<file path="config.mk">
export PLATFORM = sky130hd
export DESIGN_NAME = rca_share_arbiter
export DESIGN_NICKNAME = d
export VERILOG_FILES = /design/src/rtl/rca_share_pkg.sv /design/src/rtl/ripple_carry_adder_56bit.sv /design/src/rtl/rca_share_arbiter.sv
export SDC_FILE = /design/constraint.sdc
export NUM_CORES = 1
export LEC_CHECK = 0
export ABC_CLOCK_PERIOD_IN_PS = 48600
export CAP_MARGIN = 10
export CORE_AREA = 5 5 199 201
export CTS_BUF_LIST = sky130_fd_sc_hd__clkbuf_8
export DETAILED_ROUTE_END_ITERATION = 10
export DIE_AREA = 0 0 204 206
export PLACE_DENSITY = 0.65
export SYNTH_ARGS = -nofsm -noshare
export SYNTH_HDL_FRONTEND = slang
export SYNTH_HIERARCHICAL = 1
export SYNTH_SLANG_ARGS = --single-unit
</file>
<file path="constraint.sdc">
create_clock -name i_clk -period 48.6 [get_ports i_clk]
set_input_delay 9.72 -clock i_clk [delete_from_list [all_inputs] [get_ports i_clk]]
set_output_delay 9.72 -clock i_clk [all_outputs]
set_load 0.005 [all_outputs]
</file>
<file path="src/rtl/rca_share_pkg.sv">
// Shared types and helpers for the time-shared ripple-carry adder arbiter.
package rca_share_pkg;

  localparam int DEF_WIDTH      = 56;
  localparam int DEF_NREQ       = 4;
  localparam int DEF_IDW        = 2;
  localparam int DEF_SETTLE_CYC = 2;
  localparam int MAX_NREQ       = 16;
  localparam int PICK_W         = 4;

  typedef enum logic [1:0] {
    IDLE   = 2'd0,
    SETTLE = 2'd1,
    RESP   = 2'd2
  } state_e;

  // First valid index at or after ptr, wrapping modulo nreq; 0 when none valid.
  function automatic logic [PICK_W-1:0] rr_pick(input logic [MAX_NREQ-1:0] valid,
                                                input logic [PICK_W-1:0]   ptr,
                                                input int                  nreq);
    logic              found;
    logic [PICK_W-1:0] pick;
    logic [PICK_W-1:0] idx;
    found = 1'b0;
    pick  = '0;
    for (int i = 0; i < MAX_NREQ; i++) begin
      idx = PICK_W'((int'(ptr) + i) % nreq);
      if ((i < nreq) && !found && valid[idx]) begin
        found = 1'b1;
        pick  = idx;
      end
    end
    return pick;
  endfunction

endpackage

</file>
<file path="src/rtl/ripple_carry_adder_56bit.sv">
// Plain bit-serial-carry adder; the carry chain is deliberately slow and is
// given several clock cycles to settle by the surrounding arbiter.
module ripple_carry_adder_56bit #(
  parameter int WIDTH = 56
) (
  input  logic [WIDTH-1:0] i_a,
  input  logic [WIDTH-1:0] i_b,
  input  logic             i_cin,
  output logic [WIDTH-1:0] o_sum,
  output logic             o_cout
);

  for (genvar g = 0; g < WIDTH; g++) begin : g_bit
    logic w_ci;
    logic w_co;
    if (g == 0) begin : g_first
      assign w_ci = i_cin;
    end else begin : g_rest
      assign w_ci = g_bit[g-1].w_co;
    end
    assign o_sum[g] = i_a[g] ^ i_b[g] ^ w_ci;
    assign w_co     = (i_a[g] & i_b[g]) | (w_ci & (i_a[g] ^ i_b[g]));
  end

  assign o_cout = g_bit[WIDTH-1].w_co;

endmodule

</file>
<file path="src/rtl/rca_share_arbiter.sv">
// Round-robin front end that time-shares one ripple-carry adder between NREQ
// requesters, allowing SETTLE_CYC cycles for the carry chain before capture.
module rca_share_arbiter
  import rca_share_pkg::*;
#(
  parameter int WIDTH      = DEF_WIDTH,
  parameter int NREQ       = DEF_NREQ,
  parameter int IDW        = DEF_IDW,
  parameter int SETTLE_CYC = DEF_SETTLE_CYC
) (
  input  logic                 i_clk,
  input  logic                 i_rst_n,
  input  logic [NREQ-1:0]      i_req_valid,
  input  logic [NREQ*WIDTH-1:0] i_req_a,
  input  logic [NREQ*WIDTH-1:0] i_req_b,
  output logic [NREQ-1:0]      o_req_ready,
  output logic                 o_rsp_valid,
  output logic [IDW-1:0]       o_rsp_id,
  output logic [WIDTH:0]       o_rsp_result,
  input  logic                 i_rsp_ready,
  output logic                 o_busy
);

  localparam int CNTW = (SETTLE_CYC > 1) ? $clog2(SETTLE_CYC) : 1;

  // Handshakes: a request transfers when i_req_valid[k] && o_req_ready[k] at a
  // rising edge; ready is a combinational one-hot grant raised only in IDLE.
  // A response transfers when o_rsp_valid && i_rsp_ready; while valid is high
  // and ready is low, id and result hold and no new request is granted.

  state_e            r_state;
  state_e            w_next_state;
  logic [CNTW-1:0]   r_cnt;
  logic [IDW-1:0]    r_rr_ptr;
  logic [IDW-1:0]    r_id;
  logic [WIDTH-1:0]  r_a;
  logic [WIDTH-1:0]  r_b;
  logic [WIDTH:0]    r_result;

  logic [PICK_W-1:0] w_pick;
  logic              w_any;
  logic              w_accept;
  logic [IDW-1:0]    w_win_id;
  logic [WIDTH-1:0]  w_win_a;
  logic [WIDTH-1:0]  w_win_b;
  logic [WIDTH-1:0]  w_sum;
  logic              w_cout;

  // Operands reach the adder only from registers that stay frozen through SETTLE.
  ripple_carry_adder_56bit #(
    .WIDTH (WIDTH)
  ) u_adder (
    .i_a    (r_a),
    .i_b    (r_b),
    .i_cin  (1'b0),
    .o_sum  (w_sum),
    .o_cout (w_cout)
  );

  assign w_pick = rr_pick(MAX_NREQ'(i_req_valid), PICK_W'(r_rr_ptr), NREQ);
  assign w_any  = |i_req_valid;

  always_comb begin
    w_next_state = r_state;
    w_accept     = 1'b0;
    w_win_id     = '0;
    w_win_a      = '0;
    w_win_b      = '0;
    o_req_ready  = '0;
    for (int k = 0; k < NREQ; k++) begin
      if (w_pick == PICK_W'(k)) begin
        w_win_id = IDW'(k);
        w_win_a  = i_req_a[k*WIDTH +: WIDTH];
        w_win_b  = i_req_b[k*WIDTH +: WIDTH];
      end
    end
    case (r_state)
      IDLE: begin
        if (w_any) begin
          w_accept              = 1'b1;
          o_req_ready[w_win_id] = 1'b1;
          w_next_state          = SETTLE;
        end
      end
      SETTLE: begin
        if (r_cnt == '0) begin
          w_next_state = RESP;
        end
      end
      RESP: begin
        if (i_rsp_ready) begin
          w_next_state = IDLE;
        end
      end
      default: w_next_state = IDLE;
    endcase
  end

  always_ff @(posedge i_clk or negedge i_rst_n) begin
    if (!i_rst_n) begin
      r_state  <= IDLE;
      r_cnt    <= '0;
      r_rr_ptr <= '0;
      r_id     <= '0;
      r_a      <= '0;
      r_b      <= '0;
      r_result <= '0;
    end else begin
      r_state <= w_next_state;
      if (w_accept) begin
        r_a   <= w_win_a;
        r_b   <= w_win_b;
        r_id  <= w_win_id;
        r_cnt <= CNTW'(SETTLE_CYC - 1);
      end
      if (r_state == SETTLE) begin
        if (r_cnt == '0) begin
          r_result <= {w_cout, w_sum};
        end else begin
          r_cnt <= r_cnt - 1'b1;
        end
      end
      if ((r_state == RESP) && i_rsp_ready) begin
        r_rr_ptr <= (r_id == IDW'(NREQ - 1)) ? '0 : r_id + 1'b1;
      end
    end
  end

  assign o_rsp_valid  = (r_state == RESP);
  assign o_rsp_id     = r_id;
  assign o_rsp_result = r_result;
  assign o_busy       = (r_state != IDLE);

endmodule

</file>
==> implementation parameters <==
Parameter                              Value

Clock network
  Number of buffers on the longest clock path ... 2
  Postcts setup bufs ... 0
  Clock tree from TritonCTS ... built
  Clock transition at the registers of the reported paths ... 0.11 ns
  Number of buffers created by CTS ... 17
  Cell at the root of the clock tree ... clkbuf_8
  Post-CTS Hold Buffers ... 0
  Resize count post-CTS ... 0
  Insertion delay to the later sink of the worst-skew pair ... 0.46 ns
  Depth of the CTS H-tree ... 4
  Clock sinks ... about 180

Logic synthesis
  Synthesized Nets ... 1471
  Share of the synthesized area in the top cell type ... between 30% and 40%
  Number of warnings printed during yosys synthesis ... 6
  Mean cell area of the mapped netlist ... approximately 12 sq um
  Top post-synthesis cells by area ... dfrtp_1 (38%), mux2i_1 (12%), fa_1 (9.6%)
  Number of synthesized flops with an enable pin ... 0
  Async set-or-reset flop fraction in the synthesized netlist ... 100%
  Cell taking the most area after synthesis ... dfrtp_1
  Flops & latches, synth ... ~180
  Number of distinct library cells after synthesis ... 41
  Flip-flop cell with the highest count after synthesis ... dfrtp_1
  Post-Syn Instances ... approximately 960
  Post-synthesis sequential area ratio ... 37.7%
  Cell area after synthesis ... 11700 sq um

Timing
  Shortest period the worst path allows ... 22.87 ns
  RSZ-0062 raised after global routing ... no
  Transition time of the tightest slew-check pin ... 1.15 ns
  Maximum clock frequency ... about 44 MHz
  Share of the clock period used by the worst path ... 47.1%
  Max-slew headroom at the worst pin ... 23.1%
  Setup violators final ... 0
  Hold Vio Cnt, Final ... 0
  Clock tree skew after final layout ... ~0.03 ns
  Total negative setup slack ... 0 ns
  Final Slew Violations ... 0

Die
  Starting density of the core ... roughly 31%
  Overall die width ... 204 microns
  Chip Height ... 206 microns
  Standard cell core area ... ~37000 sq um
  Number of primary I/O pins ... 520
  Num rows ... 71
  DIE AREA ... between 40000 and 50000 sq um

Critical path
  Type of origin of the critical path ... register
  Worst path max stage delay ... 0.44 ns
  Crit Path Max Fanout ... 2
  Dominant cell type by count on the critical path ... fa_1
  Required @ worst endpoint ... ~50 ns
  Standard cell with the maximum stage delay on the critical path ... fa_1
  Data arrival, critical path ... approximately 23 ns
  Start-to-end type of the worst setup path ... reg2reg
  Crit end category ... register

Detailed routing
  Initial DRT Pass Iterations ... 6
  Final wirelength ... around 43000 microns
  Post-detailed-route via-to-cell ratio ... ~5
  Routed WL per cell ... between 20 and 25 microns
  Vias after detailed routing ... just under 10000
  DRC ... 0
  Number of routed nets with antenna violations ... 0
  Initial drt markers ... roughly 460

Global route
  Initial antenna violation count ... 2
  Via count of the first global-routing pass ... between 10000 and 15000
  Fraction of met1 tracks used by global routing ... a little over a quarter
  Met2 Track Usage GR ... 34.5%
  Sum of overflow across all layers after global routing ... 0
  Maximum number of pins on one net before global-route repair ... 103
  M3 GR Usage ... 4.49%
  GR peak layer ... met2
  Wire length of the first global-routing pass ... about 65000 microns
  GRT Total Usage ... about 20%

Place
  Number of buffer cells added on primary ports ... between 500 and 600
  Dpl cell area ... ~17000 sq um
  DP Wirelength ... roughly 34000 microns
  Weighted congestion reported at the end of routability-driven placement ... 0.822

Finish
  Post-route cell area ... approximately 18000 sq um
  Proportion of layout cells with a drive suffix above 1 ... between 10% and 20%
  Net count, final ... 1940
  Number of fill cells ... about 3500
  Relative area change from synthesis to final layout ... 50.1%

Hold path
  Hold/Removal Path Class ... reg2reg

Outcome
  Status ... finished clean

Power and ir drop
  VDD IR max ... between 0.04 and 0.05 mV
  Total power per unit cell area ... roughly 55 nW/um^2
  Sum of internal, switching and leakage power ... 0.000957 W
  Static leakage power ... between 6 and 7 nW

Run
  Max-cap viol count ... 0
routing by layer:
layer / vias up / wire length, microns / part of all wire [%]
li1: 4502 / - / -
met1: 4775 / 18300 / 42
met2: 327 / 21800 / 50
met3: 24 / 2790 / 6.4
met4: 0 / 496 / 1.1
met5: - / 0 / 0
cell usage in the layout, fill, tap and decap left out, types with 16 or more instances in the layout:
cell and count:
a221oi_2 50, a221oi_1 33, o221ai_1 29, a211oi_1 21, mux2i_1 141, mux2_2 58
and2_1 83, fa_1 56, nand2_1 36, a211oi_2 62, nor2_1 87, clkdlybuf4s50_1 518
clkbuf_8 18, dfrtp_1 176, inv_1 16, buf_4 17
state kept, by name (all words and copies together), names as in the netlist:
name	cells
r_cnt	1
r_a	56
r_state	2
o_rsp_id	2
o_rsp_result	57
r_b	56
r_rr_ptr	2
cell type report:
| class | count | area (sq um) | area share [%] |
|---|---|---|---|
| clock inverters | 15 | 161 | 0.921 |
| diodes | 2 | 5.00 | 0.0285 |
| clock buffers | 17 | 234 | 1.33 |
| inverters | 13 | 48.8 | 0.278 |
| flip-flops and latches | 176 | 4400 | 25.1 |
| multi-input cells | 684 | 6710 | 38.3 |
| well taps | 511 | 639 | 3.65 |
| repair buffers | 536 | 5330 | 30.4 |
stage by stage:
| stage | cells | util [%] | worst slack, ns | hold WS [ns] |
|---|---|---|---|---|
| 3_5_place_dp | 1920 | 45.8 | 25.84 | 0.491 |
| 2_1_floorplan | 959 | - | 26.78 | 0.456 |
| 5_1_grt | 1954 | 46.9 | 25.01 | 0.520 |
| 6_report | 1954 | 46.9 | 25.73 | 0.510 |
| 4_1_cts | 1952 | 46.9 | 25.76 | 0.506 |
| 3_3_place_gp | 1920 | 45.8 | 25.93 | 0.482 |
critical path: cells and delay by family, from the launching register on:
family	cells	cell delay (ns)
fa+ha+maj	56	22.01
buf+inv	4	0.28
flops	1	0.40
mux	1	0.13
synth_stat cells (all sizes together), types with 2 or more instances:
library cell	count
a211oi	83
a221oi	83
and2	83
and2b	2
buf	52
clkbuf	34
dfrtp	176
fa	56
inv	13
mux2	58
mux2i	141
nand2	37
nand3b	2
nor2	89
nor2b	2
o221ai	29
o31a	2
o31ai	3
worst paths after layout:
check                                             start                            to  slack [ns]  cells after the start
setup / recovery                     r_a[0]$_DFFE_PN0P_  o_rsp_result[55]$_DFFE_PN0P_       25.73                     61
min in group asynchronous                       i_rst_n  o_rsp_result[17]$_DFFE_PN0P_        9.33                      1
hold / removal             o_rsp_result[46]$_DFFE_PN0P_  o_rsp_result[46]$_DFFE_PN0P_        0.51                      1
setup reg to reg                     r_a[0]$_DFFE_PN0P_  o_rsp_result[55]$_DFFE_PN0P_       25.73                     61
max in group asynchronous                       i_rst_n           r_a[26]$_DFFE_PN0P_       37.69                      2
hold reg to reg            o_rsp_result[46]$_DFFE_PN0P_  o_rsp_result[46]$_DFFE_PN0P_        0.51                      1
cells by family after synthesis:
| group | count (synthesis) | share of synthesized area [%] |
|---|---|---|
| other | 1 | 0.0321 |
| AO/OA/AOI/OAI | 207 | 20.1 |
| flip-flops | 176 | 37.7 |
| AND/OR/NAND/NOR | 220 | 9.53 |
| adder cells (fa/ha/maj) | 57 | 9.70 |
| buffers and inverters | 99 | 5.24 |
| multiplexers | 199 | 17.7 |
power by group:
group / internal [W] / leakage (nW) / switching [W]
Combinational: 0.000276 / 4.73 / 0.000292
Clock: 0.0000466 / 0.205 / 0.0000574
Sequential: 0.000224 / 2.03 / 0.0000602
Power figures use the tool's default switching activity.
